### config.mk
export PLATFORM = sky130hd
export DESIGN_NAME = s4ga_cfg_tx
export DESIGN_NICKNAME = d
export VERILOG_FILES = /design/src/rtl/s4ga_pkg.sv /design/src/rtl/s4ga_cfg_pad.sv /design/src/rtl/s4ga_cfg_tx.sv
export SDC_FILE = /design/constraint.sdc
export NUM_CORES = 1
export LEC_CHECK = 0
export CORE_UTILIZATION = 45
export DETAILED_ROUTE_END_ITERATION = 12
export GPL_TIMING_DRIVEN = 1
export PLACE_DENSITY = 0.65
export SETUP_SLACK_MARGIN = 0.3
export SKIP_CTS_REPAIR_TIMING = 1
export SLEW_MARGIN = 30
export SYNTH_ARGS = -nofsm -noshare
export SYNTH_HDL_FRONTEND = slang
export SYNTH_HIERARCHICAL = 1
export SYNTH_SLANG_ARGS = --single-unit
export TNS_END_PERCENT = 20
### constraint.sdc
create_clock -name clk -period 4.3 [get_ports clk]
set_clock_uncertainty 0.1 [all_clocks]
set_input_delay 0.43 -clock clk [delete_from_list [all_inputs] [get_ports clk]]
set_output_delay 0.43 -clock clk [all_outputs]
set_load 0.03 [all_outputs]
### src/rtl/s4ga_pkg.sv
// rtl/s4ga_pkg.sv - shared S4GA config-stream geometry helpers and FSM encodings
package s4ga_pkg;

    localparam logic [1:0] ST_IDLE   = 2'd0;
    localparam logic [1:0] ST_RESET  = 2'd1;
    localparam logic [1:0] ST_STREAM = 2'd2;
    localparam logic [1:0] ST_HALT   = 2'd3;

    function automatic int s4ga_clog2(input int v);
        int r;
        r = 0;
        for (int p = 1; p < v; p = p * 2) r++;
        return r;
    endfunction

    // LUT inputs address constants, FPGA inputs and LUT outputs: 3 + I + N sources.
    function automatic int s4ga_idx_w(input int n, input int i);
        return s4ga_clog2(3 + i + n);
    endfunction

    function automatic int s4ga_idx_segs(input int n, input int i, input int si_w);
        return (s4ga_idx_w(n, i) + si_w - 1) / si_w;
    endfunction

    function automatic int s4ga_mask_segs(input int k, input int si_w);
        return ((1 << k) + si_w - 1) / si_w;
    endfunction

    function automatic int s4ga_ll(input int n, input int k, input int i, input int si_w);
        return k * s4ga_idx_segs(n, i, si_w) + s4ga_mask_segs(k, si_w);
    endfunction

    function automatic int s4ga_cfg_w(input int n, input int k, input int i);
        return k * s4ga_idx_w(n, i) + (1 << k);
    endfunction

endpackage

### src/rtl/s4ga_cfg_pad.sv
// rtl/s4ga_cfg_pad.sv - zero-pads a packed LUT config word into its segment-aligned frame
module s4ga_cfg_pad
    import s4ga_pkg::*;
#(
    parameter int N    = 89,
    parameter int K    = 5,
    parameter int I    = 2,
    parameter int SI_W = 4,
    localparam int CFG_W = s4ga_cfg_w(N, K, I),
    localparam int FR_W  = s4ga_ll(N, K, I, SI_W) * SI_W
) (
    input  logic [CFG_W-1:0] cfg_data_i,
    output logic [FR_W-1:0]  frame_o
);

    localparam int IDX_W    = s4ga_idx_w(N, I);
    localparam int IDX_PAD  = s4ga_idx_segs(N, I, SI_W) * SI_W;
    localparam int MASK_W   = 1 << K;
    localparam int MASK_PAD = s4ga_mask_segs(K, SI_W) * SI_W;

    // Mask sits at the LSB end, idx[0] just above it, idx[K-1] at the MSB end.
    always_comb begin
        frame_o = '0;
        frame_o[MASK_W-1:0] = cfg_data_i[MASK_W-1:0];
        for (int j = 0; j < K; j++) begin
            frame_o[MASK_PAD + j*IDX_PAD +: IDX_W] = cfg_data_i[MASK_W + j*IDX_W +: IDX_W];
        end
    end

endmodule

### src/rtl/s4ga_cfg_tx.sv
// rtl/s4ga_cfg_tx.sv - serializes LUT config words into the S4GA core's si/rst stream
module s4ga_cfg_tx
    import s4ga_pkg::*;
#(
    parameter int N          = 89,
    parameter int K          = 5,
    parameter int I          = 2,
    parameter int SI_W       = 4,
    parameter int RST_CYCLES = 2 * N,
    localparam int CFG_W = s4ga_cfg_w(N, K, I),
    localparam int N_W   = (N > 1) ? s4ga_clog2(N) : 1
) (
    input  logic             clk,
    input  logic             rst_n,
    input  logic             en,
    input  logic             cfg_valid,
    output logic             cfg_ready,
    input  logic [CFG_W-1:0] cfg_data,
    output logic [SI_W-1:0]  si,
    output logic             tgt_rst,
    output logic [N_W-1:0]   lut_n,
    output logic             frame_done,
    output logic             underrun
);

    localparam int LL    = s4ga_ll(N, K, I, SI_W);
    localparam int FR_W  = LL * SI_W;
    localparam int SEG_W = (LL > 1) ? s4ga_clog2(LL) : 1;
    localparam int CNT_W = s4ga_clog2(RST_CYCLES + 1);

    localparam logic [SEG_W-1:0] SEG_LAST = SEG_W'(LL - 1);
    localparam logic [N_W-1:0]   LUT_LAST = N_W'(N - 1);
    localparam logic [CNT_W-1:0] CNT_LAST = CNT_W'(RST_CYCLES - 1);

    logic [1:0]       state_q, state_d;
    logic [CNT_W-1:0] cnt_q, cnt_d;
    logic [SEG_W-1:0] seg_q, seg_d;
    logic [N_W-1:0]   lut_q, lut_d;
    logic [FR_W-1:0]  shift_q, shift_d;
    logic [CFG_W-1:0] buf_q, buf_d;
    logic             buf_full_q, buf_full_d;
    logic             tgt_rst_q, tgt_rst_d;
    logic             frame_done_q, frame_done_d;
    logic             underrun_q, underrun_d;

    logic             unload;
    logic             ready_w;
    logic             accept;
    logic             avail;
    logic             load;
    logic [CFG_W-1:0] load_word;
    logic [FR_W-1:0]  frame;

    // Boundary cycles are where the held word moves into the shifter.
    always_comb begin
        unload = ((state_q == ST_RESET)  && (cnt_q == CNT_LAST)) ||
                 ((state_q == ST_STREAM) && (seg_q == SEG_LAST));
        ready_w = en && ((state_q == ST_RESET) || (state_q == ST_STREAM)) &&
                  (!buf_full_q || unload);
        accept    = cfg_valid && ready_w;
        avail     = buf_full_q || accept;
        load_word = buf_full_q ? buf_q : cfg_data;
    end

    s4ga_cfg_pad #(
        .N    (N),
        .K    (K),
        .I    (I),
        .SI_W (SI_W)
    ) u_pad (
        .cfg_data_i (load_word),
        .frame_o    (frame)
    );

    always_comb begin
        state_d    = state_q;
        cnt_d      = cnt_q;
        seg_d      = seg_q;
        lut_d      = lut_q;
        shift_d    = shift_q;
        buf_d      = buf_q;
        buf_full_d = buf_full_q;
        underrun_d = underrun_q;
        load       = 1'b0;

        case (state_q)
            ST_IDLE: begin
                if (en) begin
                    state_d = ST_RESET;
                    cnt_d   = '0;
                end
            end
            ST_RESET: begin
                if (cnt_q == CNT_LAST) begin
                    if (avail) begin
                        state_d = ST_STREAM;
                        load    = 1'b1;
                        lut_d   = '0;
                    end else begin
                        state_d    = ST_HALT;
                        underrun_d = 1'b1;
                    end
                end else begin
                    cnt_d = cnt_q + 1'b1;
                end
            end
            ST_STREAM: begin
                if (seg_q == SEG_LAST) begin
                    if (avail) begin
                        load  = 1'b1;
                        lut_d = (lut_q == LUT_LAST) ? '0 : lut_q + 1'b1;
                    end else begin
                        state_d    = ST_HALT;
                        underrun_d = 1'b1;
                    end
                end else begin
                    seg_d   = seg_q + 1'b1;
                    shift_d = shift_q << SI_W;
                end
            end
            ST_HALT: begin
            end
            default: state_d = ST_IDLE;
        endcase

        if (load) begin
            shift_d = frame;
            seg_d   = '0;
        end

        // A word arriving while the buffer is empty at a boundary bypasses the buffer.
        if (accept && !(unload && !buf_full_q)) begin
            buf_d      = cfg_data;
            buf_full_d = 1'b1;
        end else if (load && buf_full_q) begin
            buf_full_d = 1'b0;
        end

        if (!en) state_d = ST_IDLE;

        if (state_d != ST_STREAM) shift_d = '0;

        if (state_d == ST_IDLE) begin
            buf_full_d = 1'b0;
            underrun_d = 1'b0;
            seg_d      = '0;
            lut_d      = '0;
            cnt_d      = '0;
        end

        tgt_rst_d    = (state_d != ST_STREAM);
        frame_done_d = (state_d == ST_STREAM) && (seg_d == SEG_LAST) && (lut_d == LUT_LAST);
    end

    always_ff @(posedge clk or negedge rst_n) begin
        if (!rst_n) begin
            state_q      <= ST_IDLE;
            cnt_q        <= '0;
            seg_q        <= '0;
            lut_q        <= '0;
            shift_q      <= '0;
            buf_q        <= '0;
            buf_full_q   <= 1'b0;
            tgt_rst_q    <= 1'b1;
            frame_done_q <= 1'b0;
            underrun_q   <= 1'b0;
        end else begin
            state_q      <= state_d;
            cnt_q        <= cnt_d;
            seg_q        <= seg_d;
            lut_q        <= lut_d;
            shift_q      <= shift_d;
            buf_q        <= buf_d;
            buf_full_q   <= buf_full_d;
            tgt_rst_q    <= tgt_rst_d;
            frame_done_q <= frame_done_d;
            underrun_q   <= underrun_d;
        end
    end

    assign si         = shift_q[FR_W-1 -: SI_W];
    assign cfg_ready  = ready_w;
    assign tgt_rst    = tgt_rst_q;
    assign lut_n      = lut_q;
    assign frame_done = frame_done_q;
    assign underrun   = underrun_q;

endmodule

Word-level counts from Yosys, hierarchy flattened
Index checks and enable logic that the tools add are counted.
{"block": "word_totals", "ff_bits": 165, "latch_bits": 0, "ramBits": 0, "romBits": 0, "wordCells": 90, "n_memories": 0}
{"block": "classes", "addsub": 3, "mul": 0, "div_mod_pow": 0, "magnitude_cmp": 0, "eq_ne": 14, "shift": 0, "muxes": 38, "n_bitwise": 0, "reduce_logical": 25}
{"cell": "72-bit two-way mux", "n": 4}
{"cell": "67-bit two-way mux", "n": 1}
{"cell": "7-bit two-way mux", "n": 6}
{"cell": "8-bit two-way mux", "n": 3}
{"cell": "5-bit two-way mux", "n": 4}
{"cell": "8-bit one-hot mux with 2 select lines", "n": 1}
{"cell": "7-bit equality test (second input constant)", "n": 2}
{"cell": "7-bit one-hot mux with 2 select lines", "n": 1}
{"cell": "3-bit nonzero test", "n": 4}
{"cell": "1-bit two-way mux", "n": 11}
{"cell": "5-bit equality test (second input constant)", "n": 2}
{"cell": "1-bit logical AND", "n": 10}
{"cell": "8-bit by 1-bit adder with 8-bit output (second input constant)", "n": 1}
{"cell": "8-bit equality test (second input constant)", "n": 1}
{"cell": "2-bit two-way mux", "n": 4}
{"cell": "7-bit by 1-bit adder with 7-bit output (second input constant)", "n": 1}
{"cell": "3-bit by 1-bit != test with 1-bit output (second input constant)", "n": 2}
{"cell": "3-bit != test (second input constant)", "n": 2}
{"cell": "2-bit one-hot mux with 3 select lines", "n": 1}
{"cell": "3-bit AND reduction", "n": 2}
{"cell": "5-bit by 1-bit adder with 5-bit output (second input constant)", "n": 1}
{"cell": "2-bit equality test (second input constant)", "n": 2}
{"cell": "2-bit logical NOT", "n": 2}
{"cell": "1-bit logical OR", "n": 4}
{"cell": "6 further kinds", "n": 8}

Depth between registers and ports, before layout
Gate-level depths: netlist of the first run.
{"block": "logic_depth", "word_depth": 16, "ltp_mapped": 11, "ltp_nobuf": 8}

Cells and area by module
The synthesis of the first run kept the hierarchy.
{"module": "s4ga_cfg_tx", "instances": 1, "cells_per_inst": 760, "area_each_um2": 9007.4, "seq_area_each_um2": 4130.2}
{"module": "s4ga_cfg_pad", "instances": 1, "cells_per_inst": 73, "area_each_um2": 544.3, "seq_area_each_um2": 0.0}

Worst setup path after synthesis of the first run
Ideal clock, no wire load.
{"block": "synth_path", "kind": "register -> register", "start": "reg cnt_q[0]", "end": "reg buf_q[33]", "setup_ns": 0.127, "arrival_time_ns": 2.255, "required_ns": 4.073, "setup_slack_ns": 1.817, "path_stages_with_launch": 10, "period_less_slack_ns": 2.483, "path_cell_list": "dfrtp_1 > ha_1 > and4b_1 > buf_6 > a22o_4 > xor2_1 > nor3b_2 > buf_4 > buf_6 > mux2_1"}
{"block": "synth_between", "elab_chain_cells": 7, "word_cells_on_any_way": 9, "cone_classes": "eq/ne (1); reduce/logical (8)"}
{"element": "start, declared", "line": "s4ga_cfg_tx.sv:36", "rtl": "logic [CNT_W-1:0] cnt_q, cnt_d;"}
{"element": "start signal, assigned", "line": "s4ga_cfg_tx.sv:169", "rtl": "cnt_q <= cnt_d;"}
{"element": "8-bit equality test *", "line": "s4ga_cfg_tx.sv:56", "rtl": "unload = ((state_q == ST_RESET) && (cnt_q == CNT_LAST)) ||"}
{"element": "1-bit logical AND *", "line": "s4ga_cfg_tx.sv:56"}
{"element": "1-bit logical OR *", "line": "s4ga_cfg_tx.sv:56"}
{"element": "1-bit logical OR", "line": "s4ga_cfg_tx.sv:59", "rtl": "(!buf_full_q || unload);"}
{"element": "1-bit logical AND", "line": "s4ga_cfg_tx.sv:58", "rtl": "ready_w = en && ((state_q == ST_RESET) || (state_q == ST_STREAM)) &&"}
{"element": "1-bit logical AND", "line": "s4ga_cfg_tx.sv:60", "rtl": "accept = cfg_valid && ready_w;"}
{"element": "1-bit logical AND *", "line": "s4ga_cfg_tx.sv:132", "rtl": "if (accept && !(unload && !buf_full_q)) begin"}
{"element": "end signal, assigned", "line": "s4ga_cfg_tx.sv:173", "rtl": "buf_q <= buf_d;"}
{"element": "end, declared", "line": "s4ga_cfg_tx.sv:40", "rtl": "logic [CFG_W-1:0] buf_q, buf_d;"}
Mark *: on every way between the ends. The rest lies on a longest branch, timed or not.
A chain may end at the register's enable or synchronous reset.

Worst setup path in the final report of the first run
{"block": "layout_path", "start": "reg state_q[1]", "end": "out cfg_ready"}
{"block": "layout_between", "elab_chain_cells": 5, "word_cells_on_any_way": 9, "cone_classes": "eq/ne (2); reduce/logical (7)"}
{"element": "start, declared", "line": "s4ga_cfg_tx.sv:35", "rtl": "logic [1:0] state_q, state_d;"}
{"element": "start signal, assigned", "line": "s4ga_cfg_tx.sv:168", "rtl": "state_q <= state_d;"}
{"element": "2-bit by 1-bit equality test with 1-bit output / 2-bit equality test (equally long branches)", "line": "s4ga_cfg_tx.sv:56, s4ga_cfg_tx.sv:58, s4ga_cfg_tx.sv:57"}
{"element": "1-bit logical AND, on equally long branches", "line": "s4ga_cfg_tx.sv:56, s4ga_cfg_tx.sv:57"}
{"element": "1-bit logical OR", "line": "s4ga_cfg_tx.sv:56"}
{"element": "1-bit logical OR", "line": "s4ga_cfg_tx.sv:59"}
{"element": "1-bit logical AND *", "line": "s4ga_cfg_tx.sv:58"}
{"element": "end, declared", "line": "s4ga_cfg_tx.sv:17", "rtl": "output logic cfg_ready,"}
Marked as above.

==> summary.log, run 1 <==
qor: yosys.yosys.cell_types.count 61
qor: floorplanning.start_util 0.466
qor: global_route.global_route_wire_length_before_repair 31100 um
qor: detailed_routing.routed_wirelength 18300 um
qor: cells_and_area.multiInputGateArea 4540 um2
qor: worst_setup_path.critPathLaunchType flip-flop
qor: detailed_routing.wl_per_cell 16.6 um
qor: flow_run.maxCapViolations 0
qor: cells_and_area.nets 901
qor: worst_setup_path.critical_path.endpoint_type output pin
qor: cts.cts_buffer_depth 2
qor: cells_and_area.areaGrowthSynthToFinish 11.8%
qor: pwr.power.share.sequential 0.470
qor: cts.clock_insertion_delay_worst_skew 0.43 ns
qor: pwr.comb_power_frac 0.101
qor: pwr.internal_power 2.94 mW
qor: status.run_status finished clean
qor: placed_design.place_congestion 0.864
qor: detailed_routing.post_detailed_route_via_to_cell_ratio 5.37
qor: worst_setup_path.worst_setup_path_class reg2out
qor: cts.tritoncts.num_buffers 17
qor: pwr.power.clock.fraction 0.429
qor: yosys.yosysWarningCount 6
qor: detailed_routing.num_vias 5916
qor: floorplanning.floorplan.die.width 148 um
qor: detailed_routing.dr.pass1.iters 4
qor: pwr.vdd_ir_drop_max 0.266 mV
qor: global_route.grt_overflow_total 0
qor: cts.worst_setup_hold_path_clk_slew 0.06 ns
qor: floorplanning.ios 86
qor: detailed_routing.remaining_drc_errors 0
qor: placed_design.placedInstanceArea 10000 um2
qor: detailed_routing.first_iter_violations 322
qor: pwr.power_density_cells 356 nW/um2
qor: placed_design.hpwl 11800 um
qor: placed_design.io_buffer_count 85
qor: cts.clock_tree.root_cell sky130_fd_sc_hd__clkbuf_16
qor: yosys.synth.yosys.seq_area_share 0.432
qor: timing.period_needed 3.47 ns
qor: floorplanning.design.core.area 20500 um2
qor: timing.final_hold_viol_count 0
qor: worst_setup_path.timing.critical_path.required 3.77 ns
qor: yosys.synth_flop_cell sky130_fd_sc_hd__dfrtp_1
qor: worst_setup_path.critPathArrivalTime 2.94 ns
qor: pwr.netSwitchingPower 858 uW
qor: timing.rsz0062_at_grt false
qor: yosys.synthesis.instances 833
qor: timing.fmaxAchievable 0.289 GHz
qor: timing.setup_tns 0 ns
qor: cts.clock_tree_from_tritoncts yes
qor: cells_and_area.nFillCells 1788
qor: timing.min_period_over_period 0.806
qor: timing.timing_worst_slew_pin_value 0.925 ns
qor: worst_setup_path.rrSetupSlack 1.08 ns
qor: cells_and_area.regArea 4130 um2
qor: cells_and_area.post_route_cells_drive_above_1_share 0.276
qor: cts.htreeDepth 4
qor: timing.slew-limit-headroom 0.383
qor: pwr.power.leakage 4.62 nW
qor: placed_design.pre_cts_slack 1.12 ns
qor: yosys.synth.cell_area 9550 um2
qor: global_route.grt_antenna_before_repair 0
qor: yosys.yosys_register_bits 165
qor: floorplanning.row_count 52
qor: min_path.hold_path_class in2async
qor: global_route.globalRouteTotalUtil 0.179
qor: yosys.synth_edf_count 0
qor: cts.cts.sinks 165
qor: timing.setup_slack 0.835 ns
qor: global_route.grt_max_degree 106
qor: floorplanning.die-area 21800 um2
qor: yosys.synthArstFlopShare 1.00
qor: pwr.switching_share 0.226
qor: yosys.syn-mean-instance-area 11.5 um2
qor: timing.setup_violations 0
qor: worst_setup_path.crit_path_max_fanout 12
qor: detailed_routing.antenna_violating_nets_post_route 0
qor: cells_and_area.design_area 10700 um2
qor: cells_and_area.num_antenna_cells 0
qor: global_route.grt_pass1_vias 6150
qor: timing.report.final.slew_viol_count 0
qor: floorplanning.fp.dieH 148 um
qor: pwr.totalPowerFinal 3.80 mW
[cell families after synthesis]
logic type / synth area share
other: 0.000393
DFF: 0.432
AOI/OAI and AO/OA: 0.132
and+or+nand+nor: 0.0846
xor gates and xnor gates: 0.00825
buffers and inverters: 0.0973
muxes: 0.230
adders and majority gates: 0.0144
[cell type report]
type,instances,area share
clock inverter,12,0.0165
multi-input combinational,527,0.426
sequential,165,0.387
clock buffer,19,0.0424
tap,270,0.0316
timing repair buffer,96,0.0925
inverter,12,0.00422
[per-stage QoR]
step,cells,util,hold WS [ns]
floorplan,837,-,0.0344
global placement,1070,0.490,0.362
detailed placement,1070,0.490,0.368
CTS,1101,0.521,0.0843
global route,1101,0.521,0.0796
finish,1101,0.521,0.00636
[final timing paths]
check / cells after the start / end / start
max: 7 / cfg_ready / state_q[1]$_DFF_PN0_
min: 1 / buf_q[15]$_DFFE_PN0P_ / rst_n
max reg2reg: 8 / cnt_q[6]$_DFFE_PN0P_ / state_q[0]$_DFF_PN0_
min reg2reg: 1 / buf_q[37]$_DFFE_PN0P_ / buf_q[37]$_DFFE_PN0P_
max in group asynchronous: 2 / tgt_rst$_DFF_PN1_ / rst_n
min in group clk: 1 / buf_q[37]$_DFFE_PN0P_ / buf_q[37]$_DFFE_PN0P_
[placed cells by master, fill, tap and decap left out, drive strengths merged, types with 4 or more instances in the layout]
| cell type | n |
|---|---|
| a211oi | 70 |
| a21oi | 22 |
| a31oi | 5 |
| and3 | 4 |
| buf | 11 |
| bufinv | 4 |
| clkbuf | 20 |
| clkdlybuf4s50 | 84 |
| clkinv | 5 |
| conb | 5 |
| dfrtp | 164 |
| ha | 11 |
| inv | 13 |
| mux2 | 134 |
| mux2i | 69 |
| nand2 | 27 |
| nand3 | 13 |
| nand3b | 4 |
| nand4 | 6 |
| nor2 | 84 |
| nor3b | 5 |
| o21ai | 10 |
| xor2 | 8 |
[power groups by stage]
stage,registers [mW],logic [mW],clock network [mW]
after floorplan,1.79,0.303,0
after global placement,1.80,0.375,0
after detailed placement,1.81,0.389,0
after CTS,1.79,0.391,1.67
after global routing,1.81,0.422,1.74
final,1.79,0.383,1.63
[registers in the layout, summed over array words and instances, names as in the netlist]
register    count
tgt_rst         1
seg_q           5
lut_n           7
cnt_q           8
underrun        1
shift_q        72
state_q         2
buf_q          67
buf_full_q      1
frame_done      1
[worst max-delay path: stages (launching register included)]
cell and delay, ns:
sky130_fd_sc_hd__dfrtp_1 0.42, sky130_fd_sc_hd__inv_1 0.11, sky130_fd_sc_hd__ha_1 0.40, sky130_fd_sc_hd__nor4bb_1 0.48, sky130_fd_sc_hd__a22o_4 0.22, sky130_fd_sc_hd__inv_1 0.04
sky130_fd_sc_hd__a21oi_1 0.13, sky130_fd_sc_hd__clkdlybuf4s50_1 0.68
[cell usage after synthesis, types with 3 or more instances]
cell | count | area share
sky130_fd_sc_hd__a211oi_1 | 10 | 0.0079
sky130_fd_sc_hd__a211oi_2 | 60 | 0.079
sky130_fd_sc_hd__a21oi_1 | 22 | 0.012
sky130_fd_sc_hd__a31oi_1 | 5 | 0.0033
sky130_fd_sc_hd__and2_1 | 3 | 0.0020
sky130_fd_sc_hd__and3_1 | 4 | 0.0026
sky130_fd_sc_hd__buf_1 | 9 | 0.0035
sky130_fd_sc_hd__buf_2 | 13 | 0.0068
sky130_fd_sc_hd__buf_4 | 80 | 0.063
sky130_fd_sc_hd__buf_6 | 9 | 0.011
sky130_fd_sc_hd__clkbuf_1 | 21 | 0.0083
sky130_fd_sc_hd__dfrtp_1 | 164 | 0.43
sky130_fd_sc_hd__ha_1 | 11 | 0.014
sky130_fd_sc_hd__inv_1 | 12 | 0.0047
sky130_fd_sc_hd__mux2_1 | 19 | 0.022
sky130_fd_sc_hd__mux2_2 | 115 | 0.14
sky130_fd_sc_hd__mux2i_1 | 69 | 0.072
sky130_fd_sc_hd__nand2_1 | 27 | 0.011
sky130_fd_sc_hd__nand2b_1 | 3 | 0.0020
sky130_fd_sc_hd__nand3_1 | 13 | 0.0068
sky130_fd_sc_hd__nand3b_1 | 4 | 0.0031
sky130_fd_sc_hd__nand4_1 | 6 | 0.0039
sky130_fd_sc_hd__nor2_1 | 84 | 0.033
sky130_fd_sc_hd__nor2b_1 | 3 | 0.0020
sky130_fd_sc_hd__nor3_1 | 3 | 0.0016
sky130_fd_sc_hd__nor3b_1 | 4 | 0.0031
sky130_fd_sc_hd__nor4b_1 | 3 | 0.0028
sky130_fd_sc_hd__nor4bb_1 | 3 | 0.0031
sky130_fd_sc_hd__o21ai_0 | 9 | 0.0047
sky130_fd_sc_hd__o21bai_1 | 3 | 0.0024
sky130_fd_sc_hd__xor2_1 | 8 | 0.0073
[per-layer routing]
| layer | up-vias | global-route usage | part of all wire | wire length, um |
|---|---|---|---|---|
| met5 | - | 0 | 0 | 0 |
| met4 | 0 | 0.0608 | 0.014 | 261 |
| met3 | 22 | 0.0352 | 0.031 | 567 |
| met2 | 117 | 0.285 | 0.47 | 8650 |
| met1 | 2898 | 0.243 | 0.48 | 8790 |
| li1 | 2879 | - | - | - |
Note: power is estimated with default switching activity, not from simulation.
==> inputs of run 2 (changes only) <==
--- a/config.mk
+++ b/config.mk
@@ -8,7 +8,7 @@
 export CORE_UTILIZATION = 45
 export DETAILED_ROUTE_END_ITERATION = 12
 export GPL_TIMING_DRIVEN = 1
-export PLACE_DENSITY = 0.65
+export PLACE_DENSITY = 0.67
 export SETUP_SLACK_MARGIN = 0.3
 export SKIP_CTS_REPAIR_TIMING = 1
 export SLEW_MARGIN = 30
==> constraint.sdc (replaced) <==
create_clock -name clk -period 2.8 [get_ports clk]
set_clock_uncertainty 0.1 [all_clocks]
set_input_delay 0.28 -clock clk [delete_from_list [all_inputs] [get_ports clk]]
set_output_delay 0.28 -clock clk [all_outputs]
set_load 0.03 [all_outputs]
==> summary.log, run 2 (synthesis gave the netlist of run 1 again) <==
qor: cells_and_area.nFillCells 1739 [-2.7%]
qor: cts.cts_buffer_depth 2 [unchanged]
qor: timing.final_hold_viol_count 0 [unchanged]
qor: pwr.switching_share 0.236 [+0.0104]
qor: cts.cts.sinks 165 [unchanged]
qor: floorplanning.start_util 0.466 [unchanged]
qor: pwr.power.clock.fraction 0.419 [-0.010]
qor: pwr.internal_power 4.46 mW [+52%]
qor: pwr.comb_power_frac 0.113 [+0.012]
qor: cells_and_area.largest_register_ff_count 72 [unchanged]
qor: cells_and_area.largest-register shift_q
qor: worst_setup_path.critical_path.endpoint_type flip-flop
qor: timing.setup_slack 0.219 ns [-0.616 ns]
qor: cells_and_area.nets 945 [+4.9%]
qor: flow_run.maxCapViolations 0 [unchanged]
qor: pwr.totalPowerFinal 5.84 mW [+54%]
qor: global_route.global_route_wire_length_before_repair 31900 um [+2.4%]
qor: cells_and_area.multiInputGateArea 4670 um2 [+2.8%]
qor: placed_design.io_buffer_count 85 [unchanged]
qor: placed_design.pre_cts_slack 0.153 ns [-0.966 ns]
qor: worst_setup_path.cp.buffers_inverters 3 [unchanged]
qor: worst_setup_path.crit_path_max_fanout 14 [+2]
qor: worst_setup_path.worst_setup_path_class reg2reg
qor: worst_setup_path.critPathArrivalTime 2.80 ns [-0.14 ns]
qor: floorplanning.row_count 52 [unchanged]
qor: detailed_routing.antenna_violating_nets_post_route 0 [unchanged]
qor: worst_setup_path.timing.critical_path.required 3.01 ns [-0.76 ns]
qor: timing.report.final.slew_viol_count 0 [unchanged]
qor: worst_setup_path.timing.critical_path.slowest_cell_delay 0.42 ns [-0.26 ns]
qor: placed_design.placedInstanceArea 10300 um2 [+2.4%]
qor: status.run_status finished clean
qor: timing.setup_violations 0 [unchanged]
qor: worst_setup_path.critPathLaunchType flip-flop
qor: detailed_routing.first_iter_violations 281 [-13%]
qor: floorplanning.ios 86 [unchanged]
qor: global_route.grt_overflow_total 0 [unchanged]
qor: cts.htreeDepth 4 [unchanged]
qor: detailed_routing.routed_wirelength 20000 um [+9.6%]
qor: cells_and_area.mostFrequentLayoutCells sky130_fd_sc_hd__dfrtp_1, sky130_fd_sc_hd__mux2_2, sky130_fd_sc_hd__nor2_1, sky130_fd_sc_hd__clkdlybuf4s50_1, sky130_fd_sc_hd__mux2i_1
qor: detailed_routing.num_vias 6212 [+5.0%]
qor: worst_setup_path.worst_path_max_delay_cell sky130_fd_sc_hd__dfrtp_1
qor: timing.period_needed 2.58 ns
qor: cells_and_area.final_cell_count_no_fill 1146 [+4.1%]
qor: global_route.globalRouteTotalUtil 0.182 [+0.00322]
qor: floorplanning.fp.dieH 148 um [unchanged]
qor: timing.slew-limit-headroom 0.579 [+0.196]
qor: placed_design.place_inst 1095 [+2.3%]
qor: timing.fmaxAchievable 0.387 GHz
qor: global_route.grt_max_degree 50 [-53%]
qor: floorplanning.die-area 21800 um2 [unchanged]
qor: pwr.power_density_cells 518 nW/um2 [+46%]
qor: cells_and_area.regArea 4130 um2 [about the same]
qor: worst_setup_path.critical_path.top_delay_family buffers and inverters
qor: detailed_routing.remaining_drc_errors 0 [unchanged]
qor: detailed_routing.post_detailed_route_via_to_cell_ratio 5.42 [+0.88%]
qor: worst_setup_path.critical_path.cell_chain buf_4, ha_1, nor4bb_4, a22o_4, xor2_1, nor3b_4, buf_12, clkbuf_16, mux2_2
qor: timing.min_period_over_period 0.922
qor: placed_design.hpwl 12400 um [+5.3%]
qor: cells_and_area.post_route_cells_drive_above_1_share 0.337 [+0.0612]
qor: timing.rsz0062_at_grt true
qor: pwr.power.leakage 4.93 nW [+6.7%]
qor: cts.worst_setup_hold_path_clk_slew 0.07 ns [about the same]
qor: floorplanning.design.core.area 20500 um2 [unchanged]
qor: global_route.grt_antenna_before_repair 0 [unchanged]
qor: detailed_routing.wl_per_cell 17.5 um [+5.3%]
qor: cells_and_area.num_antenna_cells 0 [unchanged]
qor: cts.clock_tree_from_tritoncts yes
qor: global_route.grt_pass1_vias 6246 [+1.6%]
qor: timing.timing_worst_slew_pin_value 0.632 ns [-0.293 ns]
qor: cells_and_area.areaGrowthSynthToFinish 18.2%
qor: pwr.vdd_ir_drop_max 0.383 mV [+44%]
qor: pwr.power.share.sequential 0.468 [-0.002]
qor: pwr.netSwitchingPower 1.38 mW [+61%]
qor: cts.clock_insertion_delay_worst_skew 0.43 ns [about the same]
qor: cells_and_area.reg_top3 shift_q (72), buf_q (67), cnt_q (8)
qor: placed_design.place_congestion 0.834 [-3.5%]
qor: cells_and_area.design_area 11300 um2 [+5.7%]
qor: floorplanning.floorplan.die.width 148 um [unchanged]
qor: detailed_routing.dr.pass1.iters 5 [+1]
qor: cells_and_area.most_common_cell_after_layout_fill_and_taps_aside sky130_fd_sc_hd__dfrtp_1
qor: cts.tritoncts.num_buffers 17 [unchanged]
qor: cts.clock_tree.root_cell sky130_fd_sc_hd__clkbuf_16
qor: min_path.hold_path_class in2async
## run 2: cell types whose count changed in the layout (fill, tap and decap cells not counted), moves of 2 or more
| cell | previous run | this run |
|---|---|---|
| sky130_fd_sc_hd__inv_2 | 0 | 2 |
| sky130_fd_sc_hd__nor4bb_1 | 3 | 0 |
| sky130_fd_sc_hd__clkbuf_8 | 3 | 1 |
| sky130_fd_sc_hd__clkbuf_16 | 17 | 22 |
| sky130_fd_sc_hd__inv_1 | 12 | 10 |
| sky130_fd_sc_hd__ha_4 | 0 | 2 |
| sky130_fd_sc_hd__buf_4 | 7 | 37 |
| sky130_fd_sc_hd__nor4b_2 | 0 | 2 |
| sky130_fd_sc_hd__buf_6 | 0 | 3 |
| sky130_fd_sc_hd__nor4bb_4 | 0 | 2 |
| sky130_fd_sc_hd__ha_1 | 11 | 9 |
| sky130_fd_sc_hd__nor4b_1 | 3 | 1 |
| sky130_fd_sc_hd__buf_12 | 4 | 8 |
| sky130_fd_sc_hd__inv_6 | 1 | 3 |
## run 2: through the flow
| stage | util | setup TNS, ns | hold WS [ns] |
|---|---|---|---|
| floorplan | - | 0 | -0.116 |
| global placement | 0.502 | 0 | 0.131 |
| detailed placement | 0.502 | 0 | 0.129 |
| CTS | 0.532 | -0.246 | -0.326 |
| global route | 0.551 | 0 | 0.268 |
| finish | 0.551 | 0 | 0.236 |
## run 2: layout make-up
cell class,count,area share
Multi-Input combinational cell,527,0.414
Sequential cell,165,0.366
Timing Repair Buffer,140,0.132
Clock buffer,18,0.0389
Tap cell,270,0.0299
Clock inverter,14,0.0155
Inverter,12,0.00399
## run 2: metal layers
| metal | vias to the layer above | share of wire | routed length, um | global-route usage |
|---|---|---|---|---|
| met2 | 120 | 0.47 | 9430 | 0.287 |
| li1 | 2967 | - | - | - |
| met5 | - | 0 | 0 | 0 |
| met3 | 12 | 0.034 | 676 | 0.0358 |
| met4 | 0 | 0.0079 | 159 | 0.0397 |
| met1 | 3113 | 0.49 | 9750 | 0.258 |
## run 2: worst paths after layout
path,startpoint,end,slack (ns),cells past startpoint
worst max-delay path,state_q[0]$_DFF_PN0_,buf_q[59]$_DFFE_PN0P_,0.22,9
worst min-delay path,rst_n,shift_q[14]$_DFFE_PN0P_,0.24,2
worst max register to register,state_q[0]$_DFF_PN0_,buf_q[59]$_DFFE_PN0P_,0.22,9
worst min register to register,buf_q[36]$_DFFE_PN0P_,buf_q[36]$_DFFE_PN0P_,0.38,1
max in group asynchronous,rst_n,tgt_rst$_DFF_PN1_,1.53,3
min in group clk,cfg_data[38],buf_q[38]$_DFFE_PN0P_,0.37,2
## run 2: power groups by stage
stage	clock [mW]	sequential (mW)	combinational, mW
final	2.45	2.74	0.660
after global routing	2.59	2.77	0.723
after CTS	2.51	2.74	0.625
after detailed placement	0	2.78	0.621
after global placement	0	2.76	0.609
after floorplan	0	2.75	0.465
